### config.mk
export PLATFORM = sky130hd
export DESIGN_NAME = spi_mem_master
export DESIGN_NICKNAME = d
export VERILOG_FILES = /design/src/rtl/spi_mem_master.sv
export SDC_FILE = /design/constraint.sdc
export NUM_CORES = 1
export LEC_CHECK = 0
export ABC_AREA = 0
export CORE_ASPECT_RATIO = 1.1
export CORE_MARGIN = 10
export CORE_UTILIZATION = 54
export DETAILED_ROUTE_END_ITERATION = 8
export PLACE_DENSITY = 0.82
export SYNTH_ARGS = -nofsm -noshare
export SYNTH_HDL_FRONTEND = slang
export SYNTH_SLANG_ARGS = --single-unit
### constraint.sdc
create_clock -name clk -period 2.1 [get_ports clk]
set_input_delay 0.42 -clock clk [delete_from_list [all_inputs] [get_ports clk]]
set_output_delay 0.42 -clock clk [all_outputs]
set_load 0.05 [all_outputs]
### src/rtl/spi_mem_master.sv
// spi_mem_master: host command to 10-bit SPI frame master.
// Sends {op,byte} MSB first; a read-data op captures an 8-bit MISO reply.
module spi_mem_master #(
    parameter int LEAD = 1,
    parameter int TURN = 2,
    parameter int GAP  = 1
) (
    input  logic       clk,
    input  logic       rst_n,
    input  logic       cmd_valid,
    output logic       cmd_ready,
    input  logic [1:0] cmd_op,
    input  logic [7:0] cmd_data,
    output logic       rsp_valid,
    output logic [7:0] rsp_data,
    output logic       busy,
    output logic       SS_n,
    output logic       MOSI,
    input  logic       MISO
);

    localparam int MX1 = (LEAD > TURN) ? LEAD : TURN;
    localparam int MX  = (MX1 > GAP) ? MX1 : GAP;
    localparam int CW  = $clog2(MX + 1);

    localparam logic [CW-1:0] LEAD_LD = CW'(LEAD - 1);
    localparam logic [CW-1:0] TURN_LD = CW'(TURN - 1);
    localparam logic [CW-1:0] GAP_LD  = CW'((GAP > 1) ? GAP - 2 : 0);
    localparam bit            NO_GAP  = (GAP == 1);

    localparam logic [2:0] S_IDLE  = 3'd0;
    localparam logic [2:0] S_LEAD  = 3'd1;
    localparam logic [2:0] S_SHOUT = 3'd2;
    localparam logic [2:0] S_TURN  = 3'd3;
    localparam logic [2:0] S_SHIN  = 3'd4;
    localparam logic [2:0] S_DONE  = 3'd5;
    localparam logic [2:0] S_GAP   = 3'd6;

    logic [2:0]    state;
    logic [9:0]    word;
    logic [CW-1:0] cnt;
    logic [3:0]    bitcnt;
    logic [2:0]    incnt;
    logic [6:0]    sh;

    logic accept;
    logic lead_end;
    logic shout_step;
    logic out_end;
    logic turn_end;
    logic shin_step;
    logic in_end;
    logic to_gap;
    logic gap_end;
    logic cnt_step;
    logic is_rd;

    // Decode the single event that happens this cycle.
    always_comb begin
        is_rd      = (word[9:8] == 2'b11);
        accept     = cmd_valid && cmd_ready;
        lead_end   = (state == S_LEAD) && (cnt == '0);
        shout_step = (state == S_SHOUT) && (bitcnt != 4'd0);
        out_end    = (state == S_SHOUT) && (bitcnt == 4'd0);
        turn_end   = (state == S_TURN) && (cnt == '0);
        shin_step  = (state == S_SHIN) && (incnt != 3'd0);
        in_end     = (state == S_SHIN) && (incnt == 3'd0);
        to_gap     = (state == S_DONE) && !NO_GAP;
        gap_end    = ((state == S_DONE) && NO_GAP) ||
                     ((state == S_GAP) && (cnt == '0));
        cnt_step   = ((state == S_LEAD) || (state == S_TURN) ||
                      (state == S_GAP)) && (cnt != '0);
    end

    // Frame sequencing.
    always_ff @(posedge clk or negedge rst_n) begin
        if (!rst_n) begin
            state <= S_IDLE;
        end else begin
            unique case (1'b1)
                accept:   state <= S_LEAD;
                lead_end: state <= S_SHOUT;
                out_end:  state <= is_rd ? S_TURN : S_DONE;
                turn_end: state <= S_SHIN;
                in_end:   state <= S_DONE;
                to_gap:   state <= S_GAP;
                gap_end:  state <= S_IDLE;
                default:  state <= state;
            endcase
        end
    end

    // Delay counter shared by LEAD, TURN and GAP.
    always_ff @(posedge clk or negedge rst_n) begin
        if (!rst_n) begin
            cnt <= '0;
        end else begin
            unique case (1'b1)
                accept:            cnt <= LEAD_LD;
                out_end && is_rd:  cnt <= TURN_LD;
                to_gap:            cnt <= GAP_LD;
                cnt_step:          cnt <= cnt - 1'b1;
                default:           cnt <= cnt;
            endcase
        end
    end

    // Bit counters for the outgoing and incoming shifts.
    always_ff @(posedge clk or negedge rst_n) begin
        if (!rst_n) begin
            bitcnt <= 4'd0;
            incnt  <= 3'd0;
        end else begin
            if (lead_end) begin
                bitcnt <= 4'd9;
            end else if (shout_step) begin
                bitcnt <= bitcnt - 4'd1;
            end
            if (turn_end) begin
                incnt <= 3'd7;
            end else if (shin_step) begin
                incnt <= incnt - 3'd1;
            end
        end
    end

    // Frame word latch and MISO shift register.
    always_ff @(posedge clk or negedge rst_n) begin
        if (!rst_n) begin
            word <= 10'd0;
            sh   <= 7'd0;
        end else begin
            if (accept) begin
                word <= {cmd_op, cmd_data};
            end
            if (state == S_SHIN) begin
                sh <= {sh[5:0], MISO};
            end
        end
    end

    // Registered pin and handshake outputs.
    always_ff @(posedge clk or negedge rst_n) begin
        if (!rst_n) begin
            SS_n      <= 1'b1;
            MOSI      <= 1'b0;
            cmd_ready <= 1'b1;
            busy      <= 1'b0;
            rsp_valid <= 1'b0;
            rsp_data  <= 8'd0;
        end else begin
            rsp_valid <= 1'b0;
            unique case (1'b1)
                accept: begin
                    SS_n      <= 1'b0;
                    MOSI      <= 1'b0;
                    cmd_ready <= 1'b0;
                    busy      <= 1'b1;
                end
                lead_end: begin
                    MOSI <= word[9];
                end
                shout_step: begin
                    MOSI <= word[bitcnt - 4'd1];
                end
                out_end: begin
                    MOSI <= 1'b0;
                    SS_n <= is_rd ? 1'b0 : 1'b1;
                end
                in_end: begin
                    SS_n      <= 1'b1;
                    rsp_valid <= 1'b1;
                    rsp_data  <= {sh, MISO};
                end
                gap_end: begin
                    cmd_ready <= 1'b1;
                    busy      <= 1'b0;
                end
                default: begin
                end
            endcase
        end
    end

endmodule

# Word-level counts from Yosys, hierarchy flattened
# Cells that the tools add are included.
op_classes:
  n_shift: 0
  eq_ne: 7
  n_reduce_logical: 27
  div_mod_pow: 0
  order_cmp: 1
  n_mul: 0
  muxes: 15
  addsub: 3
  bitwise: 0
op_table:
  columns: ["op", "count"]
  rows:
  - ["3-bit case mux with 6 select lines", 1]
  - ["3-bit nonzero test", 4]
  - ["1-bit logical AND", 10]
  - ["3-bit == test (second input constant)", 3]
  - ["3-bit two-way mux", 3]
  - ["4-bit two-way mux", 2]
  - ["2-bit nonzero test", 4]
  - ["3-bit by 2-bit == test with 1-bit output (second input constant)", 2]
  - ["1-bit case mux with 3 select lines", 2]
  - ["2-bit case mux with 3 select lines", 1]
  - ["6-bit nonzero test", 1]
  - ["4-bit by 5-bit less-than comparator with 1-bit output (second input constant)", 1]
  - ["1-bit binary-select mux with 4-bit select", 1]
  - ["4-bit zero test", 1]
  - ["1-bit case mux with 2 select lines", 2]
  - ["4-bit nonzero test", 1]
  - ["4-bit by 1-bit subtractor with 4-bit output (second input constant)", 1]
  - ["3-bit by 1-bit == test with 1-bit output (second input constant)", 1]
  - ["3-bit zero test", 1]
  - ["1-bit logical OR", 3]
  - ["1-bit two-way mux", 3]
  - ["3-bit by 1-bit subtractor with 3-bit output (second input constant)", 1]
  - ["2-bit == test (second input constant)", 1]
  - ["2-bit zero test", 1]
  - ["other kinds (2)", 2]
word_totals:
  output_inout_bits: 13
  ff_bits: 42
  latchBits: 0
  mem_bits_rw: 0
  mem_count: 0
  romBits: 0
  in_bits: 14
  elab_cells: 65

# Longest topological paths before layout
# Gate-level depths: netlist of the first run.
logic_depth:
  word_depth: 5
  ltp_mapped: 7

# Least setup slack after synthesis of the first run
# Ideal clock, no wire load.
synth_path:
  kind: "reg2reg"
  startpoint: "reg cmd_ready"
  endpoint: "reg word[5]"
  stages_incl_launch_ff: 5
  path_slack_ns: 0.333
  required_ns: 1.975
  setup_ns: 0.125
  synth_period_minus_slack_ns: 1.767
  arrival_time_ns: 1.642
  path_cell_list: "dfstp_2 > and2_1 > clkbuf_1 > buf_2 > mux2_2"
synth_via:
  elab_chain_cells: 1
synth_rtl:
  columns: ["element", "line", "text"]
  rows:
  - ["from (decl)", "11", "output logic cmd_ready,"]
  - ["from (signal assigned)", "147", "cmd_ready <= 1'b1;"]
  - ["from (signal assigned)", "157", "cmd_ready <= 1'b0;"]
  - ["from (signal assigned)", "176", "cmd_ready <= 1'b1;"]
  - ["1-bit logical AND", "61", "accept = cmd_valid && cmd_ready;"]
  - ["to (signal assigned)", "134", "word <= {cmd_op, cmd_data};"]
  - ["to (decl)", "40", "logic [9:0] word;"]
# No other way between the ends.
# A chain may end at the register's enable or synchronous reset.

# Final worst setup path of the first run
layout_path:
  startpoint: "reg rsp_data[1]"
  endpoint: "out rsp_data[1]"
layout_lines:
  columns: ["element", "line", "text"]
  rows:
  - ["from (decl)", "15", "output logic [7:0] rsp_data,"]
  - ["from (signal assigned)", "173", "rsp_data <= {sh, MISO};"]
# No word-level cell between the ends.

==> flow_metrics.tcl, run 1 <==
set metrics [dict create \
    status "complete, no violations" \
    netlist_area_um2 2000 \
    layout-drive-gt1-share_pct 29.0 \
    coreArea_um2 3630 \
    syn-instance-count 153 \
    area_growth_pct 20.0 \
    period_share_pct 90.0 \
    slew_violations 0 \
    die_h_um 83.9 \
    drv_cap 0 \
    wl_per_cell_um 15.8 \
    tightest_slew_ns 0.523 \
    yosysTopAreaCell "dfrtp_1" \
    cts_hold_buf 0 \
    fin_crit_ns 1.89 \
    fin_ws_ns 0.210 \
    max_slew_margin_pct 65.2 \
    max_freq_mhz 529 \
    rsz0062_at_grt "no" \
    syn-num-nets 171 \
    die_w_um 78.1 \
    gp_congestion 0.838 \
    clk_latency_ns 0.29 \
    worstPathCellList "clkdlybuf4s50_1" \
    start_kind "flip-flop" \
    crit_buf_inv 1 \
    drc_errors 0 \
    antenna_found_initial 0 \
    io_buffers 26 \
    required_ns 1.68 \
    layout_common_cells "dfrtp_1, clkdlybuf4s50_1, mux2_2" \
    clk_pin_slew_ns 0.08 \
    viasPerCell 5.48 \
    mostFrequentLayoutCell "dfrtp_1" \
    overflow 0 \
    io_pins 27 \
    firstDrtPassIters 4 \
    clockBufferDepth 2 \
    path_delay_family "buffers and inverters" \
    cp.arrival_ns 1.47 \
    switching_share_pct 37.3 \
    yosysSeqAreaShare_pct 52.6 \
    clock_skew_ns 0.00310 \
    num_antenna_cells 0 \
    cts_buffers 5 \
    synthDistinctLibCells 43 \
    tritoncts "yes" \
    grt_pass1_wl_um 6520 \
    cpMaxStageDelayCell "clkdlybuf4s50_1" \
    wirelength_um 3690 \
    cts_sinks 42 \
    critPathKind "reg -> out" \
    grt_pass1_vias 1374 \
    hp-class "in -> async" \
    p_sw_w 0.00140 \
    drtIter0Drc 101 \
    preCtsSetupSlack_ns 0.139 \
    die_area_um2 6550 \
    yosysWarningCount 0 \
    yosys-top-cells-area "dfrtp_1, mux2_2, mux2_4" \
    ant_nets 0 \
    worstSetupPathDepth 1 \
    crit_fanout 2 \
    initial_core_util_pct 55.3 \
    final.setup.tns_ns 0 \
    critPathMaxStageDelay_ns 0.82 \
    synth_flop_cell "dfrtp_1" \
    h-tree-depth 2 \
    synth_seq_cells 42 \
    p_seq_share_pct 38.9 \
    pwr-share-comb_pct 44.7 \
    clock-root-buffer "clkbuf_8" \
    reg2reg_setup_slack_ns 0.29 \
    finalHoldViolCount 0 \
    avgSynthCellArea_um2 13.1 \
    hold_ws_ns 0.180 \
    reg2reg_depth 6 \
    reg2reg_to "bitcnt[2]" \
    r2r_start "bitcnt[0]" \
    nets 200 \
    grt.total_usage_pct 12.3 \
    leakagePower_nw 1.11 \
    async_flop_share_pct 100 \
    peakVddDrop_mv 0.858 \
    setup_violations 0 \
    cp-end-kind "output pin" \
    synth-edff-count 0 \
    grt_max_degree 43 \
    vias 1277 \
    yosys.area.top_type_share_pct 49.9 \
    cellPowerDensity_nw_per_um2 1560 \
    num_rows 23 \
    clkPwrFrac_pct 16.4 \
    internal_power_w 0.00235 \
    place_hpwl_um 2750 \
]
==> what timing repair did <==
action	in CTS	in global routing
gates resized for setup	0	1
setup buffers	0	0
endpoints found under the setup margin	0	2
==> final cells by class <==
| cell class | instances | area (µm²) |
|---|---|---|
| timing repair buffer | 29 | 285 |
| inverter | 11 | 41.3 |
| fill | 288 | 1220 |
| sequential | 42 | 1050 |
| tap | 50 | 62.6 |
| multi-input combinational | 93 | 855 |
| clock inverter | 3 | 40.0 |
| clock buffer | 5 | 68.8 |
==> flip-flops by register name, indices dropped and copies added, names as in the netlist <==
name       count
MOSI           1
SS_n           1
bitcnt         4
busy           1
cmd_ready      1
cnt            2
incnt          3
rsp_data       8
rsp_valid      1
sh             7
state          3
word          10
==> stage by stage <==
stage          instances  power [W]  area (µm²)  util [%]
2_1_floorplan        153    0.00273        2000         -
3_3_place_gp         225    0.00306        2290      63.3
3_5_place_dp         225    0.00315        2290      63.3
4_1_cts              233    0.00379        2400      66.3
5_1_grt              233    0.00402        2410      66.4
6_report             233    0.00375        2410      66.4
==> cells in the mapped netlist (all sizes together), types with 2 or more instances <==
cell and instances:
and2b 2, dfrtp 40, mux2i 5, a21o 2
dfstp 2, xnor2 3, mux2 26, ha 4
a31o 2, nand2 12, nor2b 2, o211ai 3
nor3 2, nand3 4, o2111ai 2, nand3b 3
buf 6, inv 11, o21ai 3, nor3b 3
mux4 2
==> power groups by stage <==
stage                     Combinational (W)  Sequential, W  Clock [W]
after detailed placement            0.00168        0.00147          0
after global placement              0.00161        0.00144          0
after global routing                0.00183        0.00152   0.000673
after floorplan                     0.00106        0.00167          0
final                               0.00168        0.00146   0.000616
after CTS                           0.00169        0.00146   0.000634
==> how the worst max path moves through the flow <==
stage | start | to | slack, ns
final | rsp_data[1] | rsp_data[1] | 0.21
after global routing | bitcnt[0] | bitcnt[2] | 0.10
after CTS | bitcnt[0] | bitcnt[2] | 0.12
after detailed placement | bitcnt[0] | bitcnt[2] | 0.14
after global placement | bitcnt[0] | bitcnt[2] | 0.29
after floorplan | cmd_ready | word[5] | 0.33
==> metal layers <==
layer  global-route usage, %  wire [µm]
met5                       0          0
met4                    6.36         81
met3                    3.56        167
met2                    20.0       1910
met1                    14.1       1540
==> logic make-up (layout without fill, tap and decap cells) <==
logic type / Yosys count / in the layout / share of synthesized area, %
AOI/OAI and AO/OA: 18 / 18 / 6.74
adders and majority gates: 4 / 4 / 2.50
DFF: 42 / 42 / 52.6
buffers and inverters: 18 / 48 / 4.93
and+or+nand+nor: 35 / 35 / 11.7
xor gates and xnor gates: 3 / 3 / 1.31
muxes: 33 / 33 / 20.3
Note: power is estimated with default switching activity, not from simulation.
==> run 2: changes to the inputs <==
CAP_MARGIN = 20   (was not set)
==> results of run 2 <==
Final layout, timing and power as in run 1 (identical DEF).
